===== src/rtl/mini_cpu_pkg.sv =====
// Shared mini-CPU definitions: opcodes, HD44780 command bytes, LCD controller
// state encodings and the opcode mnemonic table used by the display stage.
package mini_cpu_pkg;

   localparam logic [2:0] OP_LOAD    = 3'd0;
   localparam logic [2:0] OP_ADD     = 3'd1;
   localparam logic [2:0] OP_ADDI    = 3'd2;
   localparam logic [2:0] OP_SUB     = 3'd3;
   localparam logic [2:0] OP_SUBI    = 3'd4;
   localparam logic [2:0] OP_MUL     = 3'd5;
   localparam logic [2:0] OP_CLEAR   = 3'd6;
   localparam logic [2:0] OP_DISPLAY = 3'd7;

   localparam logic [7:0] LCD_FUNC_SET = 8'h38;
   localparam logic [7:0] LCD_DISP_ON  = 8'h0C;
   localparam logic [7:0] LCD_CLEAR    = 8'h01;
   localparam logic [7:0] LCD_ENTRY    = 8'h06;
   localparam logic [7:0] LCD_LINE1    = 8'h80;
   localparam logic [7:0] LCD_LINE2    = 8'hC0;

   localparam int unsigned INIT_BYTES  = 4;
   localparam int unsigned FRAME_BYTES = 34;

   typedef enum logic [2:0] {ST_PWRUP, ST_INIT, ST_IDLE, ST_CONV, ST_WRITE} lcd_state_t;
   typedef enum logic [1:0] {PH_SETUP, PH_EN, PH_WAIT} lcd_phase_t;

   function automatic logic [7:0] init_cmd(input logic [5:0] i);
      case (i)
         6'd0:    return LCD_FUNC_SET;
         6'd1:    return LCD_DISP_ON;
         6'd2:    return LCD_CLEAR;
         default: return LCD_ENTRY;
      endcase
   endfunction

   // Character at column pos of the space-padded 16-column mnemonic field.
   function automatic logic [7:0] mnemonic_char(input logic [2:0] op, input logic [3:0] pos);
      logic [63:0] s;
      logic [63:0] t;
      case (op)
         OP_LOAD:    s = "LOAD    ";
         OP_ADD:     s = "ADD     ";
         OP_ADDI:    s = "ADDI    ";
         OP_SUB:     s = "SUB     ";
         OP_SUBI:    s = "SUBI    ";
         OP_MUL:     s = "MUL     ";
         OP_CLEAR:   s = "CLEAR   ";
         default:    s = "DISPLAY ";
      endcase
      t = s << {pos[2:0], 3'b000};
      return pos[3] ? 8'h20 : t[63:56];
   endfunction

endpackage


===== src/rtl/module_bin2bcd.sv =====
// Sequential double-dabble: 16-bit binary to five BCD digits in 16 shift
// cycles; done pulses for one cycle and bcd holds until the next start.
module module_bin2bcd (
   input  logic            clk,
   input  logic            rst_n,
   input  logic            start,
   input  logic [15:0]     bin,
   output logic            done,
   output logic [4:0][3:0] bcd
);

   logic [35:0] sh;
   logic [35:0] adj;
   logic [3:0]  cnt;
   logic        run;

   always_comb begin
      adj = sh;
      for (int unsigned i = 0; i < 5; i++) begin
         if (adj[16+4*i +: 4] >= 4'd5) adj[16+4*i +: 4] = adj[16+4*i +: 4] + 4'd3;
      end
   end

   always_ff @(posedge clk or negedge rst_n) begin
      if (!rst_n) begin
         sh   <= '0;
         cnt  <= '0;
         run  <= 1'b0;
         done <= 1'b0;
      end else if (start) begin
         sh   <= {20'd0, bin};
         cnt  <= '0;
         run  <= 1'b1;
         done <= 1'b0;
      end else if (run) begin
         sh  <= {adj[34:0], 1'b0};
         cnt <= cnt + 4'd1;
         if (cnt == 4'd15) begin
            run  <= 1'b0;
            done <= 1'b1;
         end
      end else begin
         done <= 1'b0;
      end
   end

   assign bcd = sh[35:16];

endmodule


===== src/rtl/module_lcd_ctrl.sv =====
// HD44780 16x2 display stage: power-up wait, init commands, then a 34-byte
// frame (mnemonic line + signed decimal result line) per CPU update strobe.
module module_lcd_ctrl
   import mini_cpu_pkg::*;
#(
   parameter int unsigned T_PWRUP = 750_000,
   parameter int unsigned T_EN    = 25,
   parameter int unsigned T_CMD   = 2_000,
   parameter int unsigned T_CLR   = 82_000
) (
   input  logic        clk,
   input  logic        rst_n,
   input  logic        update,
   input  logic [2:0]  opcode,
   input  logic [15:0] result,
   output logic        busy,
   output logic [7:0]  lcd_data,
   output logic        lcd_rs,
   output logic        lcd_rw,
   output logic        lcd_en
);

   lcd_state_t     state, state_d;
   lcd_phase_t     ph, ph_d;
   logic [31:0]    timer, timer_d, wait_len;
   logic [5:0]     idx, idx_d, n, j;
   logic [7:0]     data_d, seq_data;
   logic           rs_d, en_d, busy_d, seq_rs, go_conv, last_byte;
   logic           pending, frm_neg, bcd_done;
   logic [2:0]     op_q, frm_op, src_op;
   logic [15:0]    res_q, src_res, mag;
   logic [4:0][3:0] bcd;

   assign lcd_rw    = 1'b0;
   assign src_op    = update ? opcode : op_q;
   assign src_res   = update ? result : res_q;
   assign mag       = src_res[15] ? (~src_res + 16'd1) : src_res;
   assign wait_len  = (!lcd_rs && lcd_data == LCD_CLEAR) ? T_CLR : T_CMD;
   assign last_byte = (state == ST_INIT) ? (idx == 6'(INIT_BYTES - 1)) : (idx == 6'(FRAME_BYTES - 1));

   module_bin2bcd u_bin2bcd (
      .clk   (clk),
      .rst_n (rst_n),
      .start (go_conv),
      .bin   (mag),
      .done  (bcd_done),
      .bcd   (bcd)
   );

   // Byte that follows the current one in the init or frame sequence.
   always_comb begin
      n        = idx + 6'd1;
      j        = n - 6'd18;
      seq_rs   = 1'b0;
      seq_data = 8'h20;
      if (state == ST_INIT) begin
         seq_data = init_cmd(n);
      end else if (n <= 6'd16) begin
         seq_rs   = 1'b1;
         seq_data = mnemonic_char(frm_op, 4'(n - 6'd1));
      end else if (n == 6'd17) begin
         seq_data = LCD_LINE2;
      end else begin
         seq_rs = 1'b1;
         case (j)
            6'd0:    seq_data = "R";
            6'd1:    seq_data = "=";
            6'd2:    seq_data = frm_neg ? "-" : " ";
            6'd3:    seq_data = {4'h3, bcd[4]};
            6'd4:    seq_data = {4'h3, bcd[3]};
            6'd5:    seq_data = {4'h3, bcd[2]};
            6'd6:    seq_data = {4'h3, bcd[1]};
            6'd7:    seq_data = {4'h3, bcd[0]};
            default: seq_data = 8'h20;
         endcase
      end
   end

   always_comb begin
      state_d = state;
      ph_d    = ph;
      timer_d = timer + 32'd1;
      idx_d   = idx;
      data_d  = lcd_data;
      rs_d    = lcd_rs;
      en_d    = 1'b0;
      go_conv = 1'b0;
      case (state)
         ST_PWRUP: begin
            if (timer == T_PWRUP - 1) begin
               state_d = ST_INIT;
               ph_d    = PH_SETUP;
               idx_d   = '0;
               timer_d = '0;
               rs_d    = 1'b0;
               data_d  = LCD_FUNC_SET;
            end
         end
         ST_INIT, ST_WRITE: begin
            case (ph)
               PH_SETUP: begin
                  ph_d    = PH_EN;
                  timer_d = '0;
                  en_d    = 1'b1;
               end
               PH_EN: begin
                  if (timer == T_EN - 1) begin
                     ph_d    = PH_WAIT;
                     timer_d = '0;
                  end else begin
                     en_d = 1'b1;
                  end
               end
               default: begin
                  if (timer == wait_len - 32'd1) begin
                     timer_d = '0;
                     if (!last_byte) begin
                        idx_d  = idx + 6'd1;
                        ph_d   = PH_SETUP;
                        rs_d   = seq_rs;
                        data_d = seq_data;
                     end else if (pending || update) begin
                        // Skip the IDLE cycle so busy never drops between frames.
                        go_conv = 1'b1;
                     end else begin
                        state_d = ST_IDLE;
                     end
                  end
               end
            endcase
         end
         ST_IDLE: begin
            timer_d = '0;
            if (update) go_conv = 1'b1;
         end
         ST_CONV: begin
            timer_d = '0;
            if (bcd_done) begin
               state_d = ST_WRITE;
               ph_d    = PH_SETUP;
               idx_d   = '0;
               rs_d    = 1'b0;
               data_d  = LCD_LINE1;
            end
         end
         default: state_d = ST_PWRUP;
      endcase
      if (go_conv) state_d = ST_CONV;
      busy_d = (state_d != ST_IDLE);
   end

   always_ff @(posedge clk or negedge rst_n) begin
      if (!rst_n) begin
         state    <= ST_PWRUP;
         ph       <= PH_SETUP;
         timer    <= '0;
         idx      <= '0;
         lcd_data <= '0;
         lcd_rs   <= 1'b0;
         lcd_en   <= 1'b0;
         busy     <= 1'b1;
      end else begin
         state    <= state_d;
         ph       <= ph_d;
         timer    <= timer_d;
         idx      <= idx_d;
         lcd_data <= data_d;
         lcd_rs   <= rs_d;
         lcd_en   <= en_d;
         busy     <= busy_d;
      end
   end

   // Latest strobe always wins; the frame copy is frozen when conversion starts.
   always_ff @(posedge clk or negedge rst_n) begin
      if (!rst_n) begin
         pending <= 1'b0;
         op_q    <= '0;
         res_q   <= '0;
         frm_op  <= '0;
         frm_neg <= 1'b0;
      end else begin
         if (update) begin
            op_q  <= opcode;
            res_q <= result;
         end
         if (go_conv) begin
            pending <= 1'b0;
            frm_op  <= src_op;
            frm_neg <= src_res[15];
         end else if (update) begin
            pending <= 1'b1;
         end
      end
   end

endmodule


===== config.mk =====
export PLATFORM = sky130hd
export DESIGN_NAME = module_lcd_ctrl
export DESIGN_NICKNAME = d
export VERILOG_FILES = /design/src/rtl/mini_cpu_pkg.sv /design/src/rtl/module_bin2bcd.sv /design/src/rtl/module_lcd_ctrl.sv
export SDC_FILE = /design/constraint.sdc
export NUM_CORES = 1
export LEC_CHECK = 0
export ABC_AREA = 1
export CAP_MARGIN = 20
export CORE_AREA = 2 2 128 130
export CTS_CLUSTER_SIZE = 40
export DETAILED_ROUTE_END_ITERATION = 16
export DIE_AREA = 0 0 130 132
export PLACE_DENSITY = 0.68
export SLEW_MARGIN = 0
export SYNTH_ARGS = -nofsm -noshare
export SYNTH_HDL_FRONTEND = slang
export SYNTH_HIERARCHICAL = 1
export SYNTH_SLANG_ARGS = --single-unit

===== constraint.sdc =====
create_clock -name clk -period 3.5 [get_ports clk]
set_clock_uncertainty 0.2 [all_clocks]
set_input_delay 0.7 -clock clk [delete_from_list [all_inputs] [get_ports clk]]
set_output_delay 0.7 -clock clk [all_outputs]
set_load 0.03 [all_outputs]

Yosys cells after proc, flatten, opt, wreduce, memory -nomap -nowiden
Cells that the tools add are included.
Storage, ports and cells
  bits in registers: 120
  input bits: 22
  output and inout bits: 12
  logic and storage cells: 173
Cells by class
  add/sub/neg operators: 12
  magnitude comparators: 6
  eq/ne operators: 38
  shift-type cells: 1
  muxes and demuxes: 82
  bitwise gates (word level): 1
  reductions and logical operators: 16
Operators by type and width (count)
  $pmux 61 s7: 1
  $mux 64: 2
  $mux 32: 3
  $pmux 32 s3: 1
  $mux 36: 2
  $mux 8: 9
  $pmux 32 s2: 1
  $shl 64x6->64: 1
  $pmux 7 s8: 1
  $pmux 6 s3: 2
  $add 32x1->32 const B: 1
  $eq 32x20->1 const B: 1
  $eq 32x32->1: 1
  $eq 32x5->1 const B: 1
  $mux 16: 2
  $mux 6: 5
  $mux 4: 7
  $mux 3: 9
  $eq 6x2->1 const B: 4
  $eq 6x3->1 const B: 4
  $mux 1: 24
  $pmux 8 s3: 1
  $ge 4x3->1 const B: 5
  $sub 17x1->18 const B: 1
  other kinds (40): 67

Logic depth before layout (Yosys ltp)
Gate-level depths: netlist of run 1.
  depth in word-level cells: 12
  gate-level depth with buffers: 21
  mapped depth without buffers: 20

By module
Netlist of run 1, hierarchy kept.
Modules (own cells, without submodules)
  module_lcd_ctrl: instances 1, cells an instance 774, area an instance 5530.3 um2, sequential area each 1953.1 um2
  module_bin2bcd: instances 1, cells an instance 274, area an instance 2235.9 um2, sequential area each 1051.0 um2

Worst setup path after synthesis of run 1
OpenSTA, ideal clock, no wires.
  path type: input port to flip-flop
  start: input port update
  end: register u_bin2bcd.sh[14]
  setup time: 0.130 ns
  data arrival time: 2.328 ns
  data required time: 3.170 ns
  setup slack: 0.842 ns
  stages on the path: 13
  path buffers: 1
  cells stage by stage: inv_2 -> buf_2 -> or2_2 -> o21ai_0 -> ha_1 -> nand4_1 -> nor2_1 -> nand2_1 -> nor3_1 -> nor2_1 -> xor2_1 -> nand2_1 -> o211ai_1
Between the ends
  elaborated cells between the ends (all ways): 13
  classes of those cells: add/sub (1); mux (9); bitwise (1); reduce/logical (2)
RTL lines
  start, declared: RTL line module_lcd_ctrl.sv:13  | input logic update,
  $mux 16 *
  $not 16->16: RTL line module_lcd_ctrl.sv:37  | assign mag = src_res[15] ? (~src_res + 16'd1) : src_res;
  $add 16x1->16: RTL line module_lcd_ctrl.sv:37
  $mux 16 *: RTL line module_lcd_ctrl.sv:37
  named net mag[14]: RTL line module_lcd_ctrl.sv:31  | logic [15:0] res_q, src_res, mag;
  $mux 36 *: RTL line module_bin2bcd.sv:30  | end else if (start) begin
  end signal, assigned: RTL line module_bin2bcd.sv:31  | sh <= {20'd0, bin};
  end signal, assigned: RTL line module_bin2bcd.sv:36  | sh <= {adj[34:0], 1'b0};
  end, declared: RTL line module_bin2bcd.sv:12  | logic [35:0] sh;
Mark *: on every way through the listed nets, which the timed path passes. The rest lies on a longest branch.
A chain may end at the register's enable or synchronous reset.

Final worst setup path of run 1
  start: register idx[1]
  end: register lcd_data[0]
Between the ends
  cells in the longest elaborated chain, start to end: 11
  elaborated cells between the ends (all ways): 32
  classes of those cells: add/sub (3); order compare (1); eq/ne (13); shift (1); mux (11); reduce/logical (3)
Ends and longest elaborated chain
  start, declared: RTL line module_lcd_ctrl.sv:26  | logic [5:0] idx, idx_d, n, j;
  start signal, assigned: RTL line module_lcd_ctrl.sv:166  | idx <= idx_d;
  $add 6x1->6: RTL line module_lcd_ctrl.sv:52  | n = idx + 6'd1;
  $sub 6x5->6: RTL line module_lcd_ctrl.sv:53  | j = n - 6'd18;
  $eq 6x3->1, or another cell as far along: RTL line module_lcd_ctrl.sv:65  | case (j)
  $pmux 7 s8: RTL line module_lcd_ctrl.sv:65
  $mux 8: RTL line module_lcd_ctrl.sv:61  | end else if (n == 6'd17) begin
  $mux 8: RTL line module_lcd_ctrl.sv:58  | end else if (n <= 6'd16) begin
  $mux 8: RTL line module_lcd_ctrl.sv:56  | if (state == ST_INIT) begin
  $mux 8: RTL line module_lcd_ctrl.sv:117  | if (!last_byte) begin
  $mux 8: RTL line module_lcd_ctrl.sv:115  | if (timer == wait_len - 32'd1) begin
  $mux 8: RTL line module_lcd_ctrl.sv:100  | case (ph)
  $pmux 8 s3: RTL line module_lcd_ctrl.sv:88  | case (state)
  end signal, assigned: RTL line module_lcd_ctrl.sv:167  | lcd_data <= data_d;
  end, declared: RTL line module_lcd_ctrl.sv:17  | output logic [7:0] lcd_data,
Parallel ways exist; a longest one is shown, timed or not. The select of a mux whose other input is x is not followed.

==> flow_metrics.py, run 1 <==
metrics = {
    "layout": {
        "antenna_cells": 0,
        "drive_above_1_share_pct": 10.45,
        "layout.nets": 1130,
        "num-fill-cells": 1448,
        "mostFrequentLayoutCells": "nand2_1 (257), inv_1 (146), nor2_1 (124)",
        "syn2layout_area_growth_pct": 14.23,
        "final_common_cell": "nand2_1",
    },
    "sta": {
        "fin_ws_ns": 0.3828,
        "hold_viol_final": 5,
        "whs_ns": -0.004527,
        "max_freq_ghz": 0.3208,
        "post-route-min-period_ns": 3.117,
        "worst_pin_slew_ns": 0.5662,
        "finalCritPeriodShare_pct": 89.06,
        "rsz0062_at_grt": "false",
        "slew-limit-headroom_pct": 62.20,
        "final-max-slew-violation-count": 0,
        "final-setup-viol-count": 0,
        "finalSetupTns_ns": 0,
    },
    "synth": {
        "yosys_warnings": 6,
        "synth-main-ff-cell": "dfrtp_1",
        "syn_nets": 1091,
        "synth.cell_area_mm2": 0.007766,
        "synth_cell_types": 56,
        "synthCells": 1048,
        "synth_edf_count": 0,
        "ys_seq_elements": 120,
        "yosys.area.top_type": "dfrtp_1",
        "async_flop_share_pct": 100.0,
        "ys_seq_area_share_pct": 38.68,
        "syn_avg_cell_area_um2": 7.410,
        "synth_top_area_share_pct": 38.34,
        "synth_area_leaders": "dfrtp_1 (38%), nand2_1 (12%), inv_1 (7.1%)",
    },
    "power_and_ir_drop": {
        "leakagePower_nw": 4.190,
        "p_per_area_mw_per_mm2": 767.0,
        "vdd_drop_max_mv": 0.4653,
    },
    "critical_path": {
        "worst-path-max-fanout": 7,
        "cp.required_ns": 3.67,
        "crit_path_end_kind": "flop",
        "rr_worst_depth": 15,
        "cp-start-kind": "flop",
        "cp_data_arrival_time_ns": 3.29,
        "critical_path_class": "reg2reg",
    },
    "routing": {
        "vias": 6853,
        "via_per_inst": 5.207,
        "routed_wl_mm": 17.54,
        "drc_errors": 0,
        "ant_nets": 0,
        "dr.pass1.iters": 8,
        "drt-wirelength-per-cell_um": 13.33,
        "drtIter0Drc": 522,
    },
    "floorplan": {
        "die_h_um": 132,
        "pin_count": 34,
        "core_mm2": 0.01571,
        "start_util_pct": 49.43,
        "die_area_mm2": 0.01716,
        "chipWidth_um": 130,
        "rows": 46,
    },
    "clocking": {
        "cts_buffers": 17,
        "cts_resized": 0,
        "cts_tree": "yes",
        "cts_hold_buf": 0,
        "cts_htree_levels": 4,
        "clock-sinks": 120,
        "cts_setup_buffers": 0,
        "clk-insertion-delay-late_ns": 0.43,
        "cts_buffer_depth": 2,
        "clkTransAtPathRegs_ns": 0.06,
        "cts_root_buffer": "clkbuf_16",
    },
    "grt": {
        "grt_pass1_vias": 6494,
        "grt_pass1_wl_mm": 30.46,
        "grt_remaining_overflow": 0,
        "grt_max_degree": 63,
        "track_usage_pct": 21.78,
        "antenna_found_initial": 0,
    },
    "place": {
        "routabilityCongestion": 0.9255,
        "io_buffers": 32,
        "dp_hpwl_mm": 12.64,
        "pre_cts_slack_ns": 0.2401,
    },
    "status": {
        "run_status": "finished, violations left",
        "violations": "negative hold slack",
    },
    "run": {
        "cap_violations": 0,
    },
    "hold_path": {
        "hold_class": "in2async",
    },
}
[cell usage after synthesis, types with 2 or more instances]
library cell  count
nand3_2           7
nor4_1            8
o21ai_2           2
ha_1             21
o21ai_0          40
nor2_2            6
nand3_1          60
or2_1             3
xor2_1           38
nand2_4           7
o21ai_1           9
nor3_1           22
a31oi_1           5
and3_1            2
inv_2            13
o211ai_1         12
nor3_2            6
nor2_1          124
nand4_1          32
buf_2            11
o221ai_1          4
inv_1           146
o22ai_1          13
mux2i_1           2
or2_2             9
o311ai_0          2
o21bai_1          3
dfrtp_1         119
a21oi_1          22
inv_6             3
nand2_1         257
buf_6             8
a21boi_1          3
nand2_2           7
[registers in the layout, summed over array words and instances, names as in the netlist]
register,flops
busy,1
frm_neg,1
frm_op,3
idx,6
lcd_data,8
lcd_en,1
lcd_rs,1
op_q,3
pending,1
ph,2
res_q,16
state,3
timer,32
u_bin2bcd/cnt,4
u_bin2bcd/done,1
u_bin2bcd/run,1
u_bin2bcd/sh,36
[power breakdown]
group	total [mW]	switching (mW)	internal, mW
combinational	2.89	1.92	0.972
clock	1.81	0.669	1.14
sequential	2.10	0.339	1.76
[metrics by stage]
stage / instance area (um2) / utilization (%) / hold WS (ns) / cells / power [mW]
floorplan: 7766 / - / 0.2044 / 1048 / 4.317
global placement: 8259 / 52.56 / 0.2605 / 1284 / 4.942
detailed placement: 8259 / 52.56 / 0.2644 / 1284 / 4.980
CTS: 8871 / 56.46 / 0.01050 / 1316 / 6.827
global route: 8871 / 56.46 / 0.02405 / 1316 / 7.386
finish: 8871 / 56.46 / -0.004527 / 1316 / 6.804
[cells by family (layout without fill, tap and decap cells)]
family                   count (synthesis)  count (layout)  synth area share [%]
AO/OA/AOI/OAI                          121             121                 9.441
AND/OR/NAND/NOR                        555             555                 32.64
buffers and inverters                  187             239                 10.58
XOR/XNOR                                41              41                 4.962
other                                    1               1               0.04829
multiplexers                             2               2                0.2578
flip-flops                             120             120                 38.68
adder cells (fa/ha/maj)                 21              21                 3.383
[final timing paths]
kind / endpoint / slack, ns / from
worst max-delay path: lcd_data[0] / 0.38 / idx[1]
worst min-delay path: idx[4] / -0.005 / rst_n
worst max register to register: lcd_data[0] / 0.38 / idx[1]
worst min register to register: ph[0] / 0.29 / ph[0]
max in group asynchronous: busy / 2.32 / rst_n
min in group clk: ph[0] / 0.29 / ph[0]
[critical path, stage by stage, from the launching register on]
cell and delay, ns:
dfrtp_1 0.51, ha_1 0.35, xnor2_4 0.36, ha_1 0.29, inv_1 0.09, nand3_1 0.15, nand3_2 0.13, nor2_1 0.22
nand3_1 0.16, nand2_1 0.10, nor2_1 0.07, a21boi_2 0.16, nand2_1 0.08, nand2_1 0.07, nand2_1 0.06, nand2_1 0.06
[metal layers]
metal  vias up  GRT usage (%)  part of all wire (%)
li1       3450              -                     -
met5         -              0                     0
met4         0          6.511                   1.4
met3        20          4.058                   3.4
met2       138          33.39                    45
met1      3245          31.35                    50
[final cells by class]
class	instances	area (um2)	area share (%)
tap	216	270.3	3.047
clock buffer	18	439.2	4.951
timing repair buffer	43	412.9	4.654
sequential	120	3004	33.86
multi-input combinational	741	3940	44.41
inverter	164	631.9	7.123
clock inverter	14	172.7	1.946
No activity file was read; power rests on OpenSTA's default activity.
==> run 2: changes to the inputs <==
--- a/config.mk
+++ b/config.mk
@@ -6,7 +6,6 @@
 export NUM_CORES = 1
 export LEC_CHECK = 0
 export ABC_AREA = 1
-export CAP_MARGIN = 20
 export CORE_AREA = 2 2 128 130
 export CTS_CLUSTER_SIZE = 40
 export DETAILED_ROUTE_END_ITERATION = 16
==> constraint.sdc (replaced) <==
create_clock -name clk -period 3.6 [get_ports clk]
set_clock_uncertainty 0.2 [all_clocks]
set_input_delay 0.72 -clock clk [delete_from_list [all_inputs] [get_ports clk]]
set_output_delay 0.72 -clock clk [all_outputs]
set_load 0.005 [all_outputs]
==> run 2 against run 1 <==
Against the previous run: the flow now finishes without violations; maximum frequency is 0.18% lower; sequential cell count stayed put; wire length is 0.46% higher; design area is 0.25% higher; via count is 1.6% lower; count of clock-buffer cells in the layout is 6 higher; die area stayed put; utilization is 0.14 points higher; highest routed layer unchanged.
==> flow_metrics.py, run 2 (same netlist as run 1, synthesis figures left out) <==
metrics = {
    "status": {
        "run_status": "completed",
    },
    "sta": {
        "final-setup-viol-count": 0,
        "max_freq_ghz": 0.3202,
        "hold_viol_final": 0,
        "post-route-min-period_ns": 3.123,
        "finalSetupTns_ns": 0,
        "fin_ws_ns": 0.4773,
        "slew-limit-headroom_pct": 61.92,
        "worst_pin_slew_ns": 0.5703,
        "rsz0062_at_grt": "false",
        "finalCritPeriodShare_pct": 86.74,
        "final-max-slew-violation-count": 0,
    },
    "power_and_ir_drop": {
        "p_per_area_mw_per_mm2": 747.4,
        "leakagePower_nw": 4.209,
        "vdd_drop_max_mv": 0.3814,
    },
    "critical_path": {
        "worst-path-max-fanout": 18,
        "cp_data_arrival_time_ns": 3.22,
        "crit_path_top_delay_cell": "dfrtp_1",
        "crit_buf_inv": 6,
        "cp-start-kind": "flop",
        "cp.required_ns": 3.70,
        "path_delay_family": "simple AND/OR/NAND/NOR gates",
        "path_cells": "inv_1, nor4_1, a21boi_1, inv_1, nor2_1, inv_1, o21ai_2, o21ai_1, clkinv_2, inv_6, nand2_2, inv_2, nand2_1, o211ai_1",
        "crit_path_end_kind": "flop",
        "cpPeakStageDelay_ns": 0.49,
        "cpMostUsedCell": "inv_1",
        "reg2reg_from": "idx[0]",
        "critPathLaunch": "idx[0]",
        "critical_path_class": "reg2reg",
    },
    "routing": {
        "ant_nets": 0,
        "via_per_inst": 5.126,
        "drc_errors": 0,
        "drt-wirelength-per-cell_um": 13.40,
        "dr.pass1.iters": 6,
        "routed_wl_mm": 17.62,
        "drtIter0Drc": 514,
        "vias": 6741,
    },
    "clocking": {
        "cts_root_buffer": "clkbuf_16",
        "cts_hold_buf": 0,
        "clk-insertion-delay-late_ns": 0.43,
        "cts_tree": "yes",
        "cts_setup_buffers": 0,
        "cts_htree_levels": 4,
        "cts_buffers": 17,
        "clkTransAtPathRegs_ns": 0.06,
        "cts_buffer_depth": 2,
        "clock-sinks": 120,
        "cts_resized": 0,
    },
    "grt": {
        "grt_remaining_overflow": 0,
        "antenna_found_initial": 0,
        "grt_pass1_vias": 6592,
        "grt_max_degree": 56,
        "grt_pass1_wl_mm": 30.48,
        "track_usage_pct": 21.95,
    },
    "layout": {
        "largest-register": "u_bin2bcd/sh",
        "largest_reg_flops": 36,
        "final_area_mm2": 0.008894,
        "layout.nets": 1129,
        "final_common_cell": "nand2_1",
        "fin_cells": 1315,
        "mostFrequentLayoutCells": "nand2_1 (257), inv_1 (146), nor2_1 (124)",
        "drive_above_1_share_pct": 10.19,
        "reg_top3": "u_bin2bcd/sh: 36 flops, timer: 32 flops, res_q: 16 flops",
        "antenna_cells": 0,
        "fin_util_pct": 56.60,
        "syn2layout_area_growth_pct": 14.52,
        "num-fill-cells": 1513,
    },
    "place": {
        "dp_hpwl_mm": 12.61,
        "placed_area_mm2": 0.008252,
        "placed_cells": 1283,
        "routabilityCongestion": 0.9075,
        "pre_cts_slack_ns": 0.3162,
        "io_buffers": 32,
    },
    "floorplan": {
        "die_h_um": 132,
        "chipWidth_um": 130,
        "core_mm2": 0.01571,
        "pin_count": 34,
        "start_util_pct": 49.43,
        "rows": 46,
        "die_area_mm2": 0.01716,
    },
    "run": {
        "cap_violations": 0,
    },
    "hold_path": {
        "hold_class": "in2async",
    },
}
[run 2: area by class of cell]
cell class	count	area, um2	share of cell area, %
clock buffers	24	501.7	5.642
clock inverters	8	140.1	1.576
inverters	164	631.9	7.105
multi-input cells	741	3940	44.30
flip-flops and latches	120	3004	33.78
well taps	216	270.3	3.039
repair buffers	42	405.4	4.558
[run 2: stage by stage]
stage / total power, mW / hold slack [ns]
final: 6.647 / 0.04192
after global routing: 7.174 / 0.06560
after CTS: 6.663 / 0.05034
after detailed placement: 4.775 / 0.2583
after global placement: 4.736 / 0.2631
after floorplan: 4.126 / 0.2244
[run 2: metal layers]
layer,vias to the layer above,global-route usage [%],share of wire [%]
met3,26,4.667,3.6
met2,137,34.29,45
met5,-,0,0
met1,3143,30.65,50
met4,0,6.571,1.5
li1,3435,-,-
[run 2: worst paths after layout]
path / end / slack (ns) / depth (start not counted)
min in group clk: ph[0] / 0.27 / 2
max in group asynchronous: u_bin2bcd/sh[22] / 2.33 / 2
max reg2reg: u_bin2bcd/sh[1] / 0.48 / 14
min reg2reg: ph[0] / 0.27 / 2
max: u_bin2bcd/sh[1] / 0.48 / 14
min: idx[3] / 0.04 / 1
[run 2: power by group]
part	total [mW]	switching [mW]	internal, mW
clock	1.85	0.608	1.25
combinational	2.75	1.80	0.942
sequential	2.05	0.332	1.72
==> run 3: changes to the inputs <==
--- a/config.mk
+++ b/config.mk
@@ -7,6 +7,7 @@
 export LEC_CHECK = 0
 export ABC_AREA = 1
 export CORE_AREA = 2 2 128 130
+export CTS_CLUSTER_DIAMETER = 200
 export CTS_CLUSTER_SIZE = 40
 export DETAILED_ROUTE_END_ITERATION = 16
 export DIE_AREA = 0 0 130 132
==> constraint.sdc (replaced) <==
create_clock -name clk -period 3.8 [get_ports clk]
set_clock_uncertainty 0.2 [all_clocks]
set_input_delay 0.76 -clock clk [delete_from_list [all_inputs] [get_ports clk]]
set_output_delay 0.76 -clock clk [all_outputs]
set_load 0.005 [all_outputs]
==> run 3 against run 2 <==
Against the previous run: total power shrank 4.8%; sequential power shrank 5%; critical path depth is the same; combinational power shrank 6%; global-route usage grew 0.20 points; register-to-register slack gained 0.10 ns; clock power shrank 3%; largest cell class unchanged.
==> flow_metrics.py, run 3 (same netlist as run 1, synthesis figures left out) <==
metrics = {
    "routing": {
        "via_per_inst": 5.178,
        "vias": 6793,
        "drt-wirelength-per-cell_um": 13.37,
        "drc_errors": 0,
        "routed_wl_mm": 17.54,
        "ant_nets": 0,
        "drtIter0Drc": 480,
        "dr.pass1.iters": 5,
    },
    "floorplan": {
        "die_area_mm2": 0.01716,
        "pin_count": 34,
        "start_util_pct": 49.43,
        "chipWidth_um": 130,
        "rows": 46,
        "die_h_um": 132,
        "core_mm2": 0.01571,
    },
    "hold_path": {
        "hold_class": "in2async",
    },
    "critical_path": {
        "crit_path_end_kind": "flop",
        "cpPeakStageDelay_ns": 0.51,
        "worst-path-max-fanout": 18,
        "path_cells": "inv_1, nor4_1, a21boi_1, inv_1, nor2_1, inv_1, o21ai_2, o21ai_1, clkinv_2, inv_6, nand2_2, inv_2, nand2_1, o211ai_1",
        "cp_data_arrival_time_ns": 3.32,
        "critical_path_class": "reg2reg",
        "cp-start-kind": "flop",
        "cp.required_ns": 3.90,
        "cpMostUsedCell": "inv_1",
        "crit_path_top_delay_cell": "dfrtp_1",
    },
    "grt": {
        "grt_remaining_overflow": 0,
        "grt-busiest-layer": "met2",
        "gr-usage-met2_pct": 33.62,
        "grt_pass1_wl_mm": 30.71,
        "grt_use_met1_pct": 31.76,
        "track_usage_pct": 22.14,
        "antenna_found_initial": 0,
        "met3_usage_pct": 3.693,
        "grt_max_degree": 59,
        "grt_pass1_vias": 6558,
    },
    "sta": {
        "finalSetupTns_ns": 0,
        "post-route-min-period_ns": 3.220,
        "slew-limit-headroom_pct": 59.81,
        "finalCritPeriodShare_pct": 84.72,
        "max_freq_ghz": 0.3106,
        "worst_pin_slew_ns": 0.5989,
        "rsz0062_at_grt": "false",
        "hold_viol_final": 0,
        "final-max-slew-violation-count": 0,
        "final-setup-viol-count": 0,
    },
    "clocking": {
        "cts_setup_buffers": 0,
        "cts_tree": "yes",
        "clk-insertion-delay-late_ns": 0.42,
        "clkTransAtPathRegs_ns": 0.05,
        "cts_hold_buf": 0,
        "cts_htree_levels": 4,
        "cts_resized": 0,
        "cts_root_buffer": "clkbuf_16",
        "clock-sinks": 120,
        "cts_buffer_depth": 2,
        "cts_buffers": 17,
    },
    "layout": {
        "layout.nets": 1126,
        "final_area_mm2": 0.008887,
        "reg_top3": "u_bin2bcd/sh: 36 flops, timer: 32 flops, res_q: 16 flops",
        "fin_cells": 1312,
        "final_common_cell": "nand2_1",
        "num-fill-cells": 1434,
        "largest_reg_flops": 36,
        "fin_util_pct": 56.56,
        "syn2layout_area_growth_pct": 14.44,
        "antenna_cells": 0,
        "drive_above_1_share_pct": 9.763,
        "largest-register": "u_bin2bcd/sh",
        "mostFrequentLayoutCells": "nand2_1 (257), inv_1 (146), nor2_1 (124)",
    },
    "place": {
        "io_buffers": 32,
        "dp_hpwl_mm": 12.59,
        "routabilityCongestion": 0.8869,
        "placed_cells": 1280,
        "placed_area_mm2": 0.008229,
    },
    "run": {
        "cap_violations": 0,
    },
    "power_and_ir_drop": {
        "p_total_mw": 6.325,
        "vdd_drop_max_mv": 0.3706,
        "leakagePower_nw": 4.191,
        "p_per_area_mw_per_mm2": 711.7,
    },
    "status": {
        "run_status": "completed",
    },
}
run 3: cell count changes in the layout (fill, tap and decap cells not counted), sizes merged:
cell,delta
buf,-3
clkbuf,+1
bufinv,+1
clkinv,-3
clkinvlp,+1
run 3: through the flow:
stage	hold slack, ns	worst slack, ns
2_1_floorplan	0.2384	1.082
3_3_place_gp	0.2620	0.5452
3_5_place_dp	0.2586	0.5058
4_1_cts	0.01776	0.6143
5_1_grt	0.03167	0.2841
6_report	0.01700	0.5805
run 3: critical path: cells and delay by family (launching register included):
kind            cells  cell delay (ns)
buf+inv             6             0.81
compound gates      4             0.80
flops               1             0.51
simple gates        4             0.77
run 3: layer usage:
| metal | share of wire, % | wire [um] |
|---|---|---|
| met4 | 2.2 | 393 |
| met2 | 45 | 7873 |
| met1 | 49 | 8600 |
| met3 | 3.8 | 670 |
| met5 | 0 | 0 |
run 3: worst paths after layout:
kind | to | slack, ns | from | depth (start not counted)
setup / recovery | u_bin2bcd/sh[6] | 0.58 | idx[0] | 14
hold / removal | idx[1] | 0.02 | rst_n | 1
setup reg to reg | u_bin2bcd/sh[6] | 0.58 | idx[0] | 14
hold reg to reg | op_q[1] | 0.28 | op_q[1] | 2
max in group asynchronous | u_bin2bcd/sh[22] | 2.53 | rst_n | 2
min in group clk | op_q[1] | 0.28 | op_q[1] | 2
run 3: cell type report:
type                    instances  area, um2  area share [%]
inverters                     164      631.9           7.110
clock inverters                 7      162.7           1.830
multi-input cells             741       3940           44.33
well taps                     216      270.3           3.041
clock buffers                  25      495.5           5.575
repair buffers                 39      382.9           4.308
flip-flops and latches        120       3004           33.80
run 3: report_power, final:
| part | switching, mW | internal, mW |
|---|---|---|
| Combinational | 1.70 | 0.885 |
| Clock | 0.566 | 1.23 |
| Sequential | 0.319 | 1.63 |
| Total | 2.58 | 3.74 |
